### src/rtl/dino_game_sequencer_if.sv
// Interface for the dino game sequencer: per-frame controls in, game values out.
interface dino_game_sequencer_if;
  logic        frame_tick;
  logic        start_btn;
  logic        collision;
  logic [31:0] cacti_x;
  logic [3:0]  speed;
  logic [19:0] score;
  logic [19:0] high_score;
  logic [1:0]  state;
  logic        game_over;
  logic        cactus_passed;

  modport master (
    output frame_tick, start_btn, collision,
    input  cacti_x, speed, score, high_score, state, game_over, cactus_passed
  );

  modport slave (
    input  frame_tick, start_btn, collision,
    output cacti_x, speed, score, high_score, state, game_over, cactus_passed
  );
endinterface

### src/rtl/dino_game_sequencer.sv
// Game-level sequencer: attract, run, collision-hold and game-over phases;
// owns cactus position, scroll speed, BCD score and high score.
module dino_game_sequencer #(
  parameter int unsigned CACTI_START       = 550,
  parameter int unsigned CACTI_MIN         = 10,
  parameter int unsigned SPEED_INIT        = 1,
  parameter int unsigned SPEED_MAX         = 8,
  parameter int unsigned SPEED_STEP_FRAMES = 600,
  parameter int unsigned SCORE_DIV         = 6,
  parameter int unsigned HOLD_FRAMES       = 60
) (
  input  logic                 clk,
  input  logic                 reset,
  dino_game_sequencer_if.slave bus
);

  localparam int unsigned SC_W = $clog2(SCORE_DIV);
  localparam int unsigned SP_W = $clog2(SPEED_STEP_FRAMES);
  localparam int unsigned HD_W = $clog2(HOLD_FRAMES);

  typedef enum logic [1:0] {
    IDLE  = 2'd0,
    RUN   = 2'd1,
    DYING = 2'd2,
    OVER  = 2'd3
  } state_t;

  state_t      state_q, state_d;
  logic [31:0] cacti_x_q, cacti_x_d;
  logic [3:0]  speed_q, speed_d;
  logic [19:0] score_q, score_d;
  logic [19:0] high_score_q, high_score_d;
  logic [SC_W-1:0] score_cnt_q, score_cnt_d;
  logic [SP_W-1:0] spd_cnt_q, spd_cnt_d;
  logic [HD_W-1:0] hold_cnt_q, hold_cnt_d;
  logic        game_over_q, game_over_d;
  logic        passed_q, passed_d;
  logic        start_q, start_d;
  logic        start_edge;

  // Digit-wise BCD increment; 99999 saturates instead of wrapping to 00000.
  function automatic logic [19:0] bcd_inc(input logic [19:0] v);
    logic [19:0] r;
    logic        carry;
    logic [3:0]  dig;
    r     = v;
    carry = 1'b1;
    if (v != 20'h99999) begin
      for (int unsigned i = 0; i < 5; i++) begin
        dig = v[4*i +: 4];
        if (carry) begin
          if (dig == 4'd9) begin
            r[4*i +: 4] = 4'd0;
          end else begin
            r[4*i +: 4] = dig + 4'd1;
            carry       = 1'b0;
          end
        end
      end
    end
    return r;
  endfunction

  always_comb begin
    start_edge   = bus.start_btn & ~start_q;
    start_d      = bus.start_btn;
    state_d      = state_q;
    cacti_x_d    = cacti_x_q;
    speed_d      = speed_q;
    score_d      = score_q;
    high_score_d = high_score_q;
    score_cnt_d  = score_cnt_q;
    spd_cnt_d    = spd_cnt_q;
    hold_cnt_d   = hold_cnt_q;
    passed_d     = 1'b0;

    case (state_q)
      IDLE, OVER: begin
        if (start_edge) begin
          state_d     = RUN;
          cacti_x_d   = 32'(CACTI_START);
          speed_d     = 4'(SPEED_INIT);
          score_d     = '0;
          score_cnt_d = '0;
          spd_cnt_d   = '0;
          hold_cnt_d  = '0;
        end
      end
      RUN: begin
        // Collision outranks a coincident frame tick: the frame is not advanced.
        if (bus.collision) begin
          state_d = DYING;
          if (score_q > high_score_q) high_score_d = score_q;
        end else if (bus.frame_tick) begin
          if (cacti_x_q < 32'(CACTI_MIN) + 32'(speed_q)) begin
            cacti_x_d = 32'(CACTI_START);
            passed_d  = 1'b1;
          end else begin
            cacti_x_d = cacti_x_q - 32'(speed_q);
          end
          if (score_cnt_q == SC_W'(SCORE_DIV - 1)) begin
            score_cnt_d = '0;
            score_d     = bcd_inc(score_q);
          end else begin
            score_cnt_d = score_cnt_q + SC_W'(1);
          end
          if (spd_cnt_q == SP_W'(SPEED_STEP_FRAMES - 1)) begin
            spd_cnt_d = '0;
            speed_d   = (speed_q >= 4'(SPEED_MAX)) ? 4'(SPEED_MAX) : speed_q + 4'd1;
          end else begin
            spd_cnt_d = spd_cnt_q + SP_W'(1);
          end
        end
      end
      DYING: begin
        if (bus.frame_tick) begin
          if (hold_cnt_q == HD_W'(HOLD_FRAMES - 1)) begin
            hold_cnt_d = '0;
            state_d    = OVER;
          end else begin
            hold_cnt_d = hold_cnt_q + HD_W'(1);
          end
        end
      end
      default: ;
    endcase

    game_over_d = (state_d == DYING) || (state_d == OVER);
  end

  always_ff @(posedge clk) begin
    if (reset) begin
      state_q      <= IDLE;
      cacti_x_q    <= 32'(CACTI_START);
      speed_q      <= 4'(SPEED_INIT);
      score_q      <= '0;
      high_score_q <= '0;
      score_cnt_q  <= '0;
      spd_cnt_q    <= '0;
      hold_cnt_q   <= '0;
      game_over_q  <= 1'b0;
      passed_q     <= 1'b0;
      start_q      <= 1'b1;
    end else begin
      state_q      <= state_d;
      cacti_x_q    <= cacti_x_d;
      speed_q      <= speed_d;
      score_q      <= score_d;
      high_score_q <= high_score_d;
      score_cnt_q  <= score_cnt_d;
      spd_cnt_q    <= spd_cnt_d;
      hold_cnt_q   <= hold_cnt_d;
      game_over_q  <= game_over_d;
      passed_q     <= passed_d;
      start_q      <= start_d;
    end
  end

  assign bus.cacti_x       = cacti_x_q;
  assign bus.speed         = speed_q;
  assign bus.score         = score_q;
  assign bus.high_score    = high_score_q;
  assign bus.state         = state_q;
  assign bus.game_over     = game_over_q;
  assign bus.cactus_passed = passed_q;

endmodule

### src/flat_wrapper.sv
// flat-port wrapper written by rule: the top's interface ports become plain ports
module dino_game_sequencer_flat 
#(
  parameter int unsigned CACTI_START       = 550,
  parameter int unsigned CACTI_MIN         = 10,
  parameter int unsigned SPEED_INIT        = 1,
  parameter int unsigned SPEED_MAX         = 8,
  parameter int unsigned SPEED_STEP_FRAMES = 600,
  parameter int unsigned SCORE_DIV         = 6,
  parameter int unsigned HOLD_FRAMES       = 60
)
  (clk, reset, bus_frame_tick, bus_start_btn, bus_collision, bus_cacti_x, bus_speed, bus_score, bus_high_score, bus_state, bus_game_over, bus_cactus_passed);
  dino_game_sequencer_if bus_i ();
  input  logic clk;
  input  logic reset;
  input wire logic [$bits(bus_i.frame_tick)-1:0] bus_frame_tick;
  input wire logic [$bits(bus_i.start_btn)-1:0] bus_start_btn;
  input wire logic [$bits(bus_i.collision)-1:0] bus_collision;
  output wire logic [$bits(bus_i.cacti_x)-1:0] bus_cacti_x;
  output wire logic [$bits(bus_i.speed)-1:0] bus_speed;
  output wire logic [$bits(bus_i.score)-1:0] bus_score;
  output wire logic [$bits(bus_i.high_score)-1:0] bus_high_score;
  output wire logic [$bits(bus_i.state)-1:0] bus_state;
  output wire logic [$bits(bus_i.game_over)-1:0] bus_game_over;
  output wire logic [$bits(bus_i.cactus_passed)-1:0] bus_cactus_passed;
  assign bus_i.frame_tick = bus_frame_tick;
  assign bus_i.start_btn = bus_start_btn;
  assign bus_i.collision = bus_collision;
  assign bus_cacti_x = bus_i.cacti_x;
  assign bus_speed = bus_i.speed;
  assign bus_score = bus_i.score;
  assign bus_high_score = bus_i.high_score;
  assign bus_state = bus_i.state;
  assign bus_game_over = bus_i.game_over;
  assign bus_cactus_passed = bus_i.cactus_passed;
  dino_game_sequencer #(.CACTI_START(CACTI_START), .CACTI_MIN(CACTI_MIN), .SPEED_INIT(SPEED_INIT), .SPEED_MAX(SPEED_MAX), .SPEED_STEP_FRAMES(SPEED_STEP_FRAMES), .SCORE_DIV(SCORE_DIV), .HOLD_FRAMES(HOLD_FRAMES)) u_core (.clk(clk), .reset(reset), .bus(bus_i));
endmodule
### config.mk
export PLATFORM = sky130hd
export DESIGN_NAME = dino_game_sequencer_flat
export DESIGN_NICKNAME = d
export VERILOG_FILES = /design/src/rtl/dino_game_sequencer_if.sv /design/src/rtl/dino_game_sequencer.sv /design/src/flat_wrapper.sv
export SDC_FILE = /design/constraint.sdc
export NUM_CORES = 1
export LEC_CHECK = 0
export BUFFER_PORTS_ARGS = -buffer_cell sky130_fd_sc_hd__buf_4
export CAP_MARGIN = 20
export CORE_ASPECT_RATIO = 1.75
export CORE_UTILIZATION = 50
export DETAILED_ROUTE_END_ITERATION = 6
export PLACE_DENSITY = 0.79
export SLEW_MARGIN = 40
export SYNTH_ARGS = -nofsm -noshare
export SYNTH_HDL_FRONTEND = slang
export SYNTH_SLANG_ARGS = --single-unit
### constraint.sdc
create_clock -name clk -period 3.06 [get_ports clk]
set_input_delay 0.612 -clock clk [delete_from_list [all_inputs] [get_ports clk]]
set_output_delay 0.612 -clock clk [all_outputs]
set_load 0.01 [all_outputs]
==> flow_summary.yaml, run 1 <==
final_layout:
  drive_gt1_frac: 0.1825
  nFillCells: 847
  layout.cells.non_filler: 821
  n_antenna_cell: 0
  fin_nets: 742
  area_delta_synth_final_pct: 22.00
  final_cell_area_um2: 6349
critical_path:
  crit_path_start_kind: "flop"
  worst_path_largest_cell_delay_ps: 580
  crit_type: "flop to flop"
  reg2reg_slack_ps: 60
  critPathMaxFanout: 8
  path_cells: "or4_4, or3_1, or4_1, or4_4, a31oi_4, clkbuf_16, nor2_1"
  cpMostUsedCell: "or4_4"
  arrival_ps: 3240
  crit_buf_inv: 1
  worstPathRequired_ps: 3300
  cp_slowest_cell: "or4_4"
  endpoint_kind: "flop"
  critical-path-top-delay-family: "simple AND/OR/NAND/NOR gates"
place:
  gp_congestion: 0.8819
  place_hpwl_um: 9363
  placed_cells: 803
  placed_area_um2: 6026
  port_buffers: 84
routing:
  vias: 4704
  drtIter0Drc: 227
  routedWlPerCell_um: 15.73
  ant_nets: 0
  avgViaCountPerCell: 5.730
  route.detailed.drc: 0
  wl_um: 12910
  first_pass_iters: 7
yosys:
  postSynthAreaPerCell_um2: 8.687
  ys_warn_count: 0
  yosysTopAreaCell: "dfxtp_1"
  post-synth-top-count-cell: "dfxtp_1"
  ys_types: 57
  syn-cell-area_um2: 5204
  synth_commonest_cells: "dfxtp_1 (100), nor2_1 (63), inv_1 (47)"
  synth_top_area_frac: 0.3847
  ys.flop_type: "dfxtp_1"
  ys_seq_area_frac: 0.3847
  ys_top_cells_by_area: "dfxtp_1 (38%), ha_1 (11%), xnor2_1 (4.7%)"
  synth_edf_count: 0
  async_flop_share: 0
  synth_cells: 599
  postSynthRegisterBits: 100
  syn_nets: 650
floorplanning:
  design.core.area_um2: 9970
  rows: 48
  start_util: 0.5220
  die_h_um: 137.0
  die_w_um: 79.12
  dieArea_um2: 10840
  io_pins: 85
sta:
  max_freq_ghz: 0.3332
  final_hold_viol_count: 0
  setup_viol: 0
  slew_headroom: 0.5858
  tightestPinTransition_ps: 614.7
  fin_skew_ps: 7.934
  drv_slew: 0
  period_needed_ps: 3001
  period_share: 0.9807
  fin_hold_ws_ps: 486.8
power_and_ir_drop:
  pwr-share-comb: 0.125
  power_switching_uw: 766.1
  power_density_nw_per_um2: 439.7
  seq_power_share: 0.484
  switching_share: 0.2744
  leakagePower_nw: 2.559
  clockPowerShare: 0.391
  p_int_mw: 2.026
  vdd_drop_max_uv: 292.8
clock_tree:
  cts_setup_buffers: 0
  cts_buffers: 9
  cts_tree: "built"
  cts.sinks: 100
  clkTransAtPathRegs_ps: 70
  root_buffer: "clkbuf_16"
  clk_path_buf_depth: 2
  clock_latency_ps: 350
  ctsHtreeMaxLevel: 3
global_route:
  grtUsageTotal: 0.2445
  grt_pass1_wl_um: 20930
  overflow: 0
  antenna_found_initial: 0
  grt_pass1_vias: 4627
  grt_max_degree: 36
job:
  max_cap_viol_count: 0
worst_hold_path:
  hp-class: "flop to flop"
run_status:
  outcome: "completed"
==> final timing paths <==
kind / cells after the start / startpoint / end
worst max-delay path: 7 / u_core.bus.cacti_x[16] / u_core.bus.cacti_x[6]
worst min-delay path: 2 / u_core.spd_cnt_q[1] / u_core.spd_cnt_q[1]
worst max register to register: 7 / u_core.bus.cacti_x[16] / u_core.bus.cacti_x[6]
worst min register to register: 2 / u_core.spd_cnt_q[1] / u_core.spd_cnt_q[1]
==> tightest hold or removal path: stages, from the launching register on <==
cell and delay, ps:
dfxtp_1 330, nand2_1 60, a21oi_1 60
==> sequential cells by signal (all words and copies together), names as in the netlist <==
signal / count
u_core.bus.cacti_x: 32
u_core.bus.cactus_passed: 1
u_core.bus.game_over: 1
u_core.bus.high_score: 20
u_core.bus.score: 20
u_core.bus.speed: 4
u_core.bus.state: 2
u_core.hold_cnt_q: 6
u_core.score_cnt_q: 3
u_core.spd_cnt_q: 10
u_core.start_q: 1
==> layout make-up <==
type                    instances  area, um^2  share of cell area
flip-flops and latches        100        2004              0.3157
clock buffers                   9       225.2             0.03547
clock inverters                 7       58.81            0.009263
inverters                      47       176.4             0.02779
well taps                     125       156.4             0.02464
repair buffers                100       784.5              0.1236
multi-input cells             433        2943              0.4635
==> metal layers <==
layer / GRT usage / vias to the layer above / wire (um)
met5: 0 / - / 0
met4: 0.1192 / 0 / 391
met3: 0.04733 / 25 / 653
met2: 0.4526 / 130 / 6850
met1: 0.2587 / 2238 / 5018
li1: - / 2311 / -
==> layout by cell type (no fill, tap or decap), types with 4 or more instances in the layout <==
cell,n
clkbuf_16,10
buf_4,97
or3_1,17
or4_1,12
nor4_1,11
and3_1,6
nand3b_1,7
nor2_1,63
a21oi_1,35
xnor2_1,28
nor3_1,18
o21ai_0,24
a211oi_1,4
nand4_1,12
nand2b_1,6
dfxtp_1,98
nand2_1,41
ha_1,44
a22o_1,20
and2_1,4
nand3_1,13
xor2_1,15
nor2b_1,4
inv_1,47
==> through the flow <==
step / total power [mW] / worst slack, ps / setup TNS [ps] / util
global placement: 1.698 / 145.0 / 0 / 0.6044
CTS: 2.794 / 65.77 / 0 / 0.6329
floorplan: 1.591 / 89.84 / 0 / -
global route: 2.905 / -21.65 / -238.5 / 0.6368
detailed placement: 1.712 / 95.44 / 0 / 0.6044
finish: 2.792 / 59.19 / 0 / 0.6368
==> cells by family after synthesis <==
kind of cell | count (synthesis) | synth area share
compound gates | 114 | 0.1467
xor+xnor | 43 | 0.07237
fa+ha+maj | 46 | 0.1135
buf+inv | 66 | 0.05073
flops | 100 | 0.3847
mux | 2 | 0.004087
simple gates | 228 | 0.2279
==> what timing repair did <==
item / 4_1_cts / 5_1_grt
hold buffers: 0 / 0
resized for setup: 0 / 2
endpoints found under the setup margin: 0 / 21
==> power by group through the flow <==
| stage | registers, mW | logic, mW | clock network (mW) |
|---|---|---|---|
| 6_report | 1.35 | 0.349 | 1.09 |
| 5_1_grt | 1.35 | 0.388 | 1.16 |
| 3_5_place_dp | 1.38 | 0.331 | 0 |
| 2_1_floorplan | 1.38 | 0.211 | 0 |
| 3_3_place_gp | 1.38 | 0.318 | 0 |
| 4_1_cts | 1.35 | 0.334 | 1.11 |
Note: power is estimated with default switching activity, not from simulation.
==> run 2: changes to the inputs <==
--- a/config.mk
+++ b/config.mk
@@ -10,7 +10,7 @@
 export CORE_ASPECT_RATIO = 1.75
 export CORE_UTILIZATION = 50
 export DETAILED_ROUTE_END_ITERATION = 6
-export PLACE_DENSITY = 0.79
+export PLACE_DENSITY = 0.76
 export SLEW_MARGIN = 40
 export SYNTH_ARGS = -nofsm -noshare
 export SYNTH_HDL_FRONTEND = slang
==> constraint.sdc (replaced) <==
create_clock -name clk -period 3.5 [get_ports clk]
set_input_delay 0.7 -clock clk [delete_from_list [all_inputs] [get_ports clk]]
set_output_delay 0.7 -clock clk [all_outputs]
set_load 0.01 [all_outputs]
==> run 2 against run 1 <==
Critical path depth is the same. Sequential share of layout area grew 0.40 points. Highest routed layer unchanged. Sequential power shrank 13%. Sequential cell count is the same. Via count shrank 0.85%. Critical endpoint is now u_core.bus.cacti_x[20]. Die area is the same. Register-to-register slack gained 300 ps.
==> flow_summary.yaml, run 2 (synthesis results as in run 1) <==
place:
  place_hpwl_um: 9209
  gp_congestion: 0.8796
  placed_area_um2: 5968
  pre_cts_slack_ps: 375.1
  placed_cells: 797
  port_buffers: 84
routing:
  wl_met3_um: 565
  vias: 4664
  maxUsedRoutingLayer: "met4"
  ant_nets: 0
  wl_met2_um: 6439
  first_pass_iters: 4
  route.detailed.drc: 0
  wl_um: 12390
  wl_met1_um: 4895
  routedWlPerCell_um: 15.24
  avgViaCountPerCell: 5.737
  drtIter0Drc: 237
final_layout:
  area_delta_synth_final_pct: 20.34
  nFillCells: 872
  layout.cells.non_filler: 813
  layout_commonest_cell: "dfxtp_1"
  most-common-layout-cells: "dfxtp_1 (100), buf_4 (92), nor2_1 (63)"
  fin_util: 0.6281
  largest_reg_flops: 32
  drive_gt1_frac: 0.1701
  n_antenna_cell: 0
  fin_nets: 734
  final_cell_area_um2: 6262
worst_hold_path:
  holdPathEnd: "u_core.spd_cnt_q[1]"
  hp-class: "flop to flop"
  min_path_cells: 2
  hold_start: "u_core.spd_cnt_q[1]"
critical_path:
  crit_type: "flop to flop"
  worstPathRequired_ps: 3730
  timing.rr.end: "u_core.bus.cacti_x[20]"
  crit_path_start_kind: "flop"
  critPathMaxFanout: 30
  path_cells: "or4_4, or3_1, or4_1, or4_4, a31oi_4, buf_4, nor2_1"
  worst_path_largest_cell_delay_ps: 580
  cp_slowest_cell: "or4_4"
  endpoint_kind: "flop"
  arrival_ps: 3370
  r2r-start: "u_core.bus.cacti_x[16]"
  reg2regPathDepth: 7
  reg2reg_slack_ps: 360
  cpMostUsedCell: "or4_4"
floorplanning:
  io_pins: 85
  rows: 48
  dieArea_um2: 10840
  die_h_um: 137.0
  design.core.area_um2: 9970
  start_util: 0.5220
  die_w_um: 79.12
clock_tree:
  ctsHtreeMaxLevel: 3
  clk_path_buf_depth: 2
  cts_setup_buffers: 0
  root_buffer: "clkbuf_16"
  cts-resized-gates: 0
  clock_latency_ps: 350
  cts.sinks: 100
  cts_buffers: 9
  clkTransAtPathRegs_ps: 70
  cts_tree: "built"
  cts_hold_buf: 0
sta:
  drv_slew: 0
  rsz0062_at_grt: "no"
  fin_hold_ws_ps: 486.3
  setup_viol: 0
  period_share: 0.8977
  fin_skew_ps: 10.29
  setup_tns_ps: 0
  max_freq_ghz: 0.3183
  setup_ws_ps: 358.0
  slew_headroom: 0.5930
  period_needed_ps: 3142
  tightestPinTransition_ps: 610.6
  final_hold_viol_count: 0
power_and_ir_drop:
  power_switching_uw: 664.8
  pwr-share-comb: 0.113
  power_density_nw_per_um2: 389.3
  vdd_drop_max_uv: 311.5
  power_mw: 2.438
  clockPowerShare: 0.402
  leakagePower_nw: 2.507
  seq_power_share: 0.484
  switching_share: 0.2727
  p_int_mw: 1.773
global_route:
  antenna_found_initial: 0
  grt_pass1_vias: 4520
  grt_max_degree: 36
  overflow: 0
  grtUsageTotal: 0.2428
  grt_pass1_wl_um: 20960
job:
  max_cap_viol_count: 0
run_status:
  outcome: "completed"
==> run 2: power groups by stage <==
stage	registers [mW]	logic (mW)	clock network (mW)
detailed placement	1.21	0.273	0
global placement	1.21	0.262	0
CTS	1.18	0.275	0.995
global route	1.18	0.310	1.04
floorplan	1.21	0.184	0
finish	1.18	0.276	0.981
==> run 2: worst max-delay path by stage <==
stage,slack [ps],startpoint,depth (start not counted),to
after floorplan,530,u_core.bus.cacti_x[16],8,u_core.bus.cacti_x[11]
after global placement,450,u_core.bus.cacti_x[16],7,u_core.bus.cacti_x[25]
after detailed placement,380,u_core.bus.cacti_x[16],7,u_core.bus.cacti_x[7]
after CTS,340,u_core.bus.cacti_x[16],7,u_core.bus.cacti_x[20]
after global routing,260,u_core.bus.cacti_x[16],7,u_core.bus.cacti_x[7]
final,360,u_core.bus.cacti_x[16],7,u_core.bus.cacti_x[20]
==> run 2: layout make-up <==
| cell class | count | area (um^2) | share of cell area |
|---|---|---|---|
| clock buffers | 10 | 239.0 | 0.03816 |
| repair buffers | 92 | 690.7 | 0.1103 |
| clock inverters | 6 | 55.05 | 0.008791 |
| multi-input cells | 433 | 2943 | 0.4699 |
| inverters | 47 | 176.4 | 0.02817 |
| flip-flops and latches | 100 | 2002 | 0.3197 |
| well taps | 125 | 156.4 | 0.02498 |
==> run 2: critical path: cells and delay by family (launching register included) <==
kind	cells	cell delay, ps
AOI/OAI and AO/OA	1	190
DFF	1	360
and+or+nand+nor	5	2160
buffers and inverters	1	320
==> run 2: per-layer routing <==
metal | track usage | up-vias
li1 | - | 2285
met1 | 0.2665 | 2215
met2 | 0.4377 | 129
met3 | 0.04200 | 35
met4 | 0.1273 | 0
met5 | 0 | -
